**config.mk**
```make
export PLATFORM = sky130hd
export DESIGN_NAME = shift_pipe
export DESIGN_NICKNAME = d
export VERILOG_FILES = /design/src/rtl/shift_pipe.sv
export SDC_FILE = /design/constraint.sdc
export NUM_CORES = 1
export LEC_CHECK = 0
export BUFFER_PORTS_ARGS = -buffer_cell sky130_fd_sc_hd__buf_4
export CORE_UTILIZATION = 45
export CTS_BUF_LIST = sky130_fd_sc_hd__clkbuf_4 sky130_fd_sc_hd__clkbuf_8
export DETAILED_ROUTE_END_ITERATION = 8
export RECOVER_POWER = 100
export REMOVE_ABC_BUFFERS = 1
export SLEW_MARGIN = 20
export SYNTH_ARGS = -nofsm -noshare
export SYNTH_HDL_FRONTEND = slang
export SYNTH_SLANG_ARGS = --single-unit
```
**constraint.sdc**
```tcl
create_clock -name clk -period 1.7 [get_ports clk]
set_input_delay 0 -clock clk [delete_from_list [all_inputs] [get_ports clk]]
set_output_delay 0 -clock clk [all_outputs]
set_load 0.1 [all_outputs]
```
**src/rtl/shift_pipe.sv**
```systemverilog
// shift_pipe: parametrised, pipelined log barrel shifter (SLL/SRL/SRA/ROR).
// A pipeline register follows every GROUP shift levels. Levels run largest
// shift first. Each operation carries an opaque tag and moves through the
// pipe under valid/ready flow control with back-pressure.
module shift_pipe #(
  parameter int WIDTH = 32,
  parameter int GROUP = 2,
  parameter int TAGW  = 4,
  localparam int SHW  = $clog2(WIDTH)
) (
  input  logic            clk,
  input  logic            clrn,
  input  logic            flush,
  input  logic            in_valid,
  output logic            in_ready,
  input  logic [WIDTH-1:0] in_data,
  input  logic [SHW-1:0]  in_amt,
  input  logic [1:0]      in_op,
  input  logic [TAGW-1:0] in_tag,
  output logic            out_valid,
  input  logic            out_ready,
  output logic [WIDTH-1:0] out_data,
  output logic [TAGW-1:0] out_tag,
  output logic            out_zero
);

  localparam int NS = (SHW + GROUP - 1) / GROUP;

  localparam logic [1:0] OP_SLL = 2'b00;
  localparam logic [1:0] OP_SRL = 2'b01;
  localparam logic [1:0] OP_SRA = 2'b10;

  // Stage registers; the last stage is the output register.
  logic            v_q   [NS];
  logic [WIDTH-1:0] d_q  [NS];
  logic [SHW-1:0]  amt_q [NS];
  logic [1:0]      op_q  [NS];
  logic            sgn_q [NS];
  logic [TAGW-1:0] tag_q [NS];
  logic            zero_q;

  // Inputs to each stage's level group, and the group's shifted result.
  logic            src_v   [NS];
  logic [WIDTH-1:0] src_d  [NS];
  logic [SHW-1:0]  src_amt [NS];
  logic [1:0]      src_op  [NS];
  logic            src_sgn [NS];
  logic [TAGW-1:0] src_tag [NS];
  logic [WIDTH-1:0] nxt_d  [NS];

  logic stall;

  // One log-shifter level: shift by sh. SRA fills with the original operand sign.
  function automatic logic [WIDTH-1:0] shift_level(input logic [WIDTH-1:0] d,
                                                   input int unsigned sh,
                                                   input logic [1:0] op,
                                                   input logic sgn);
    logic [WIDTH-1:0] ones;
    logic [WIDTH-1:0] fill;
    ones = '1;
    fill = sgn ? ~(ones >> sh) : '0;
    case (op)
      OP_SLL:  return d << sh;
      OP_SRL:  return d >> sh;
      OP_SRA:  return (d >> sh) | fill;
      default: return (d >> sh) | (d << (WIDTH - sh));
    endcase
  endfunction

  assign stall     = v_q[NS-1] & ~out_ready;
  assign in_ready  = ~stall;
  assign out_valid = v_q[NS-1];
  assign out_data  = d_q[NS-1];
  assign out_tag   = tag_q[NS-1];
  assign out_zero  = zero_q;

  // Route the input into stage 0 and each stage register into the next group.
  always_comb begin
    src_v[0]   = in_valid;
    src_d[0]   = in_data;
    src_amt[0] = in_amt;
    src_op[0]  = in_op;
    src_sgn[0] = in_data[WIDTH-1];
    src_tag[0] = in_tag;
    for (int unsigned s = 1; s < NS; s++) begin
      src_v[s]   = v_q[s-1];
      src_d[s]   = d_q[s-1];
      src_amt[s] = amt_q[s-1];
      src_op[s]  = op_q[s-1];
      src_sgn[s] = sgn_q[s-1];
      src_tag[s] = tag_q[s-1];
    end
  end

  // Apply each stage's GROUP levels, MSB level first; the last group may be short.
  always_comb begin
    int unsigned lvl;
    lvl = 0;
    for (int unsigned s = 0; s < NS; s++) begin
      nxt_d[s] = src_d[s];
      for (int unsigned j = 0; j < GROUP; j++) begin
        if (s * GROUP + j < SHW) begin
          lvl = SHW - 1 - (s * GROUP + j);
          if (src_amt[s][lvl])
            nxt_d[s] = shift_level(nxt_d[s], 32'd1 << lvl, src_op[s], src_sgn[s]);
        end
      end
    end
  end

  // Pipeline advance: flush kills all valids, stall freezes, otherwise shift by one.
  always_ff @(posedge clk or negedge clrn) begin
    if (!clrn) begin
      for (int unsigned s = 0; s < NS; s++) begin
        v_q[s]   <= 1'b0;
        d_q[s]   <= '0;
        amt_q[s] <= '0;
        op_q[s]  <= '0;
        sgn_q[s] <= 1'b0;
        tag_q[s] <= '0;
      end
      zero_q <= 1'b0;
    end else if (flush) begin
      for (int unsigned s = 0; s < NS; s++)
        v_q[s] <= 1'b0;
    end else if (!stall) begin
      for (int unsigned s = 0; s < NS; s++) begin
        v_q[s]   <= src_v[s];
        d_q[s]   <= nxt_d[s];
        amt_q[s] <= src_amt[s];
        op_q[s]  <= src_op[s];
        sgn_q[s] <= src_sgn[s];
        tag_q[s] <= src_tag[s];
      end
      zero_q <= (nxt_d[NS-1] == '0);
    end
  end

endmodule

```
* Word-level counts from Yosys, hierarchy flattened *
Index checks and enable logic that the tools add are counted.

storage, ports and cells
  register bits = 122
  input port bits = 48
  output and inout port bits = 39

cells by class
  equal/unequal tests = 7
  mux-type cells = 17
  bitwise operators = 14
  reduce and logical (&&, ||, !) cells = 5

operators with widths
  cell                count
  $pmux 32 s3         5
  $mux 32             10
  $or 16x32->32       2
  $or 24x32->32       2
  $or 28x32->32       2
  $or 30x32->32       2
  $or 31x32->32       2
  $logic_not 32->1    1
  $eq 2x1->1 const B  3
  $eq 2x2->1 const B  3
  $logic_not 2->1     3
  $mux 3              2
  $not 1->1           3
  $ne 2x2->1 const B  1
  $reduce_and 2->1    1
  $and 1x1->1         1

* Depth between registers and ports, before layout *
  depth after elaboration = 7
  mapped depth = 9

* Worst setup path before layout *
Ideal clock, no wire load.

  kind = reg2reg
  start = reg v_q, in the netlist out_valid
  end = reg d_q[47] (netlist name)
  setup time = 0.083 ns
  arrival time = 2.227 ns
  setup slack = -0.610 ns
  cell stages (with the launch flop) = 8
  clock period less this slack = 2.310 ns
  path through = dfrtp_1 nand2b_1 buf_2 and2b_1 buf_2 clkbuf_1 o21ai_0 o21ai_0

on the way
  word-level cells in the longest chain between the ends = 3

ends and longest elaborated chain
  item                               line  RTL
  from (decl)                        34    logic v_q [NS];
  from (signal, indexed assignment)  128   v_q[s] <= src_v[s];
  $and 1x1->1                        70    assign stall = v_q[NS-1] & ~out_ready;
  $not 1->1 (no source line)         n/a
  via in_ready                       15    output logic in_ready,
  $reduce_and 2->1 (no source line)  n/a
  to (signal, indexed assignment)    129   d_q[s] <= nxt_d[s];
  to (decl)                          35    logic [WIDTH-1:0] d_q [NS];

The timed path passes the listed nets, and every way through them passes these cells.
A chain may end at the register's enable or synchronous reset.

* Worst setup path in the final report *
  start = reg op_q[4] (netlist name)
  end = reg d_q[34] (netlist name)

on the way
  word-level cells in the longest chain between the ends = 6
  elaborated cells between the ends (all ways) = 9

ends and longest elaborated chain
  item                                line    RTL
  from (decl)                         37      logic [1:0] op_q [NS];
  from (signal, indexed assignment)   131     op_q[s] <= src_op[s];
  $eq 2x2->1 (tied with other cells)  62      case (op)
  $pmux 32 s3                         62
  $mux 32                             104     if (src_amt[s][lvl])
  $or 30x32->32 (on tied branches)    66, 65
  $pmux 32 s3                         62
  $mux 32 *                           104

Every way passes the cells marked *; elsewhere a longest branch is shown, timed or not.

==> summary.txt <==
Global route
  – Total global routing track utilization: around a quarter
  – Maximum number of pins on one net before global-route repair: 65
  – Gr ovfl total: 0
  – Antenna violations before repair: 0
  – Number of global-route vias before repair: 7156
  – Global-route wire length before repair: 37700 um

Placed design
  – Post-DP HPWL: 16600 um
  – Port Buffers: 86
  – Global placer's final weighted congestion: 0.885

Layout
  – Multi-input logic area: 0.00479 mm^2
  – Number of nets at the end of the flow: 1196
  – Number of antenna diodes: 0
  – Post-layout utilization of the core: 54.4%
  – Area grow syn2layout: 17.0%
  – Final-layout fill cell count: 1829
  – Sequential cell area: 0.00306 mm^2
  – Fraction of final layout cells with drive strength greater than 1: 20.0%

Synthesis
  – Synth area leader: dfrtp_1
  – Most used DFF post-synth: dfrtp_1
  – Gate count after technology mapping: 1082
  – Netlist cell types: between 50 and 60
  – Synthesized area divided by synthesized cell count: 7.86 um^2
  – Share of async-settable or async-resettable flops after synthesis: 100%
  – Area share of the leading cell type in the synthesized netlist: between 30% and 40%
  – Cell with the most instances after synthesis: nand2_1
  – Biggest area contributors in the synthesized netlist: dfrtp_1 36%, nand2_1 12%, o21ai_0 4.5%
  – Area of the mapped netlist: 0.00850 mm^2
  – Most numerous cell types in the synthesized netlist: 262 x nand2_1, 122 x dfrtp_1, 76 x o21ai_0
  – Total of flip-flops plus latches after synthesis: between 100 and 150
  – Post-synth EDFFs: 0
  – Count of yosys warnings during synthesis: 0
  – Share of the yosys chip area belonging to registers: 35.9%

Clock tree
  – Clock input transition at the sequential cells of the worst setup and hold paths: 0.07 ns
  – Number of buffers added by the clock tree synthesis step: 17
  – Maximum buffer depth of the clock tree: 2
  – CTS root buffer: clkbuf_8
  – Clock tree sinks: between 100 and 150
  – Deepest level of the CTS H-tree: 4
  – Clock tree from TritonCTS: done
  – Clock latency on the worst-skew pair: roughly 0.44 ns

STA
  – Unrepaired setup endpoints after global routing: true
  – Max Clock Freq: 606 MHz
  – Final Critical Period: 1.65 ns
  – Final worst-path cycle share: 97.1%
  – Slew at the pin closest to its max-slew limit: just over 0.6 ns
  – Sum of negative setup slack: 0 ns
  – Pins over their slew limit: 0
  – Finish-stage setup viols: 0
  – Tightest slew margin relative to the limit: 59.5%
  – Clock Skews: 0.00785 ns
  – Final Hold Vio Count: 0

Worst setup path
  – Crit start category: flip-flop
  – Biggest cell delay along the critical path: 0.41 ns
  – Worst path arrival time: 2.03 ns
  – Peak fanout along the critical path: 7
  – Cell depth of the worst flop-to-flop path: 6
  – Crit Path Class: reg2reg
  – Crit path cell chain: buf_4 > or3b_1 > a31oi_2 > a21oi_1 > o221ai_1 > o21a_1
  – Critical Path Sink Type: flip-flop
  – Required time worst endpoint: 2.08 ns
  – Master of the slowest instance on the critical path: dfrtp_1

Pwr
  – Maximum ir drop on the vdd rail: 0.513 mV
  – Leakage power total: 4.52 nW
  – Total power density per cell area: 1170 mW/mm^2

Floorplanning
  – Initial core utilization: 46.5%
  – Die outline height: 139 um
  – Horizontal die dimension: ~140 um
  – Top-level I/O count: 87
  – Std-Cell Rows: 49
  – Total Die Area: 0.0194 mm^2
  – Placeable core region: about 0.018 mm^2

Min path
  – Min-delay worst type: in2reg
  – Number of stages on the worst hold path: 4

Job
  – Max-cap violations: 0

Detailed routing
  – Number of vias per cell: 5.68
  – Count of antenna-violating nets left after detailed routing: 0
  – Mean routed wirelength per cell: between 15 and 20 um
  – Detailed-route via count: 7889
  – DR DRC count: 0
  – Drt total wl: 22800 um
  – DR pass1 iterations: 5
  – DRT iter0 DRCs: slightly below 600

Outcome
  – Result of the run: finished, final reports clean
==> per-layer routing <==
layer  vias to the layer above  track usage [%]  share of wire [%]
met1                      3651             34.2                 48
met5                         -                0                  0
met2                       258             38.0                 45
met4                         0             8.60                2.2
met3                        33             3.23                4.5
li1                       3947                -                  -
==> logic make-up after synthesis <==
| group | after synthesis | synth area share [%] |
|---|---|---|
| muxes | 48 | 5.89 |
| and+or+nand+nor | 420 | 21.6 |
| buffers and inverters | 132 | 9.12 |
| AOI/OAI and AO/OA | 360 | 27.4 |
| DFF | 122 | 35.9 |
==> state kept, by name (all words and copies together) (netlist names), 2 cells and up <==
name,count
src_v,2
op_q,4
src_tag,8
d_q,64
out_tag,4
out_data,32
amt_q,4
sgn_q,2
==> stage by stage <==
stage                     power (W)  instances  cell area, um^2  hold WS [ns]  setup slack (ns)
after floorplan             0.00715        954             7740        -0.296             -3.56
after detailed placement    0.00877       1340             9360       -0.0707           -0.0116
after global routing         0.0122       1390             9950        0.0347           -0.0457
after global placement      0.00872       1340             9360       -0.0707            0.0128
final                        0.0116       1390             9950        0.0345            0.0499
after CTS                    0.0117       1388             9980       0.00988            0.0102
==> final timing paths <==
path,from,end,slack [ns]
setup / recovery,op_q[4],d_q[34],0.05
setup reg to reg,op_q[4],d_q[34],0.05
min in group asynchronous,clrn,d_q[53],0.65
hold reg to reg,src_tag[7],src_tag[3],0.47
max in group asynchronous,clrn,d_q[49],0.15
hold / removal,in_data[20],d_q[68],0.03
==> report_power, final <==
part           switching, W  internal, W  total [W]
sequential         0.000548      0.00342    0.00397
combinational       0.00328      0.00144    0.00472
clock               0.00114      0.00178    0.00292
==> cell usage in the layout, fill, tap and decap left out, types with 30 or more instances in the layout <==
master / synthesis / final
dfrtp_1: 122 / 118
o21ai_0: 76 / 73
buf_4: 41 / 98
nor2b_1: 30 / 30
clkbuf_2: 1 / 41
mux2i_1: 35 / 35
nand2_1: 262 / 262
a21oi_1: 70 / 70
nor2_1: 70 / 70
==> what timing repair did <==
item                                   CTS  global route
setup endpoints to repair                4            32
endpoints found under the hold margin  138             0
hold buffers                            16             0
pin swaps                                0             4
gates resized for setup                  3            23
setup buffers                            0             2
==> cell type report <==
cell class	count	area share, %
Tap cell	229	2.88
Clock buffer	27	3.55
Multi-Input combinational cell	828	48.1
Inverter	4	0.151
Clock inverter	5	1.04
Timing Repair Buffer	175	13.5
Sequential cell	122	30.7
==> worst max-delay path, delay by kind of cell, from the launching register on <==
family,cells,cell delay [ns]
flops,1,0.41
compound gates,4,0.63
buf+inv,1,0.18
simple gates,1,0.38
(Power assumes the default switching activity.)
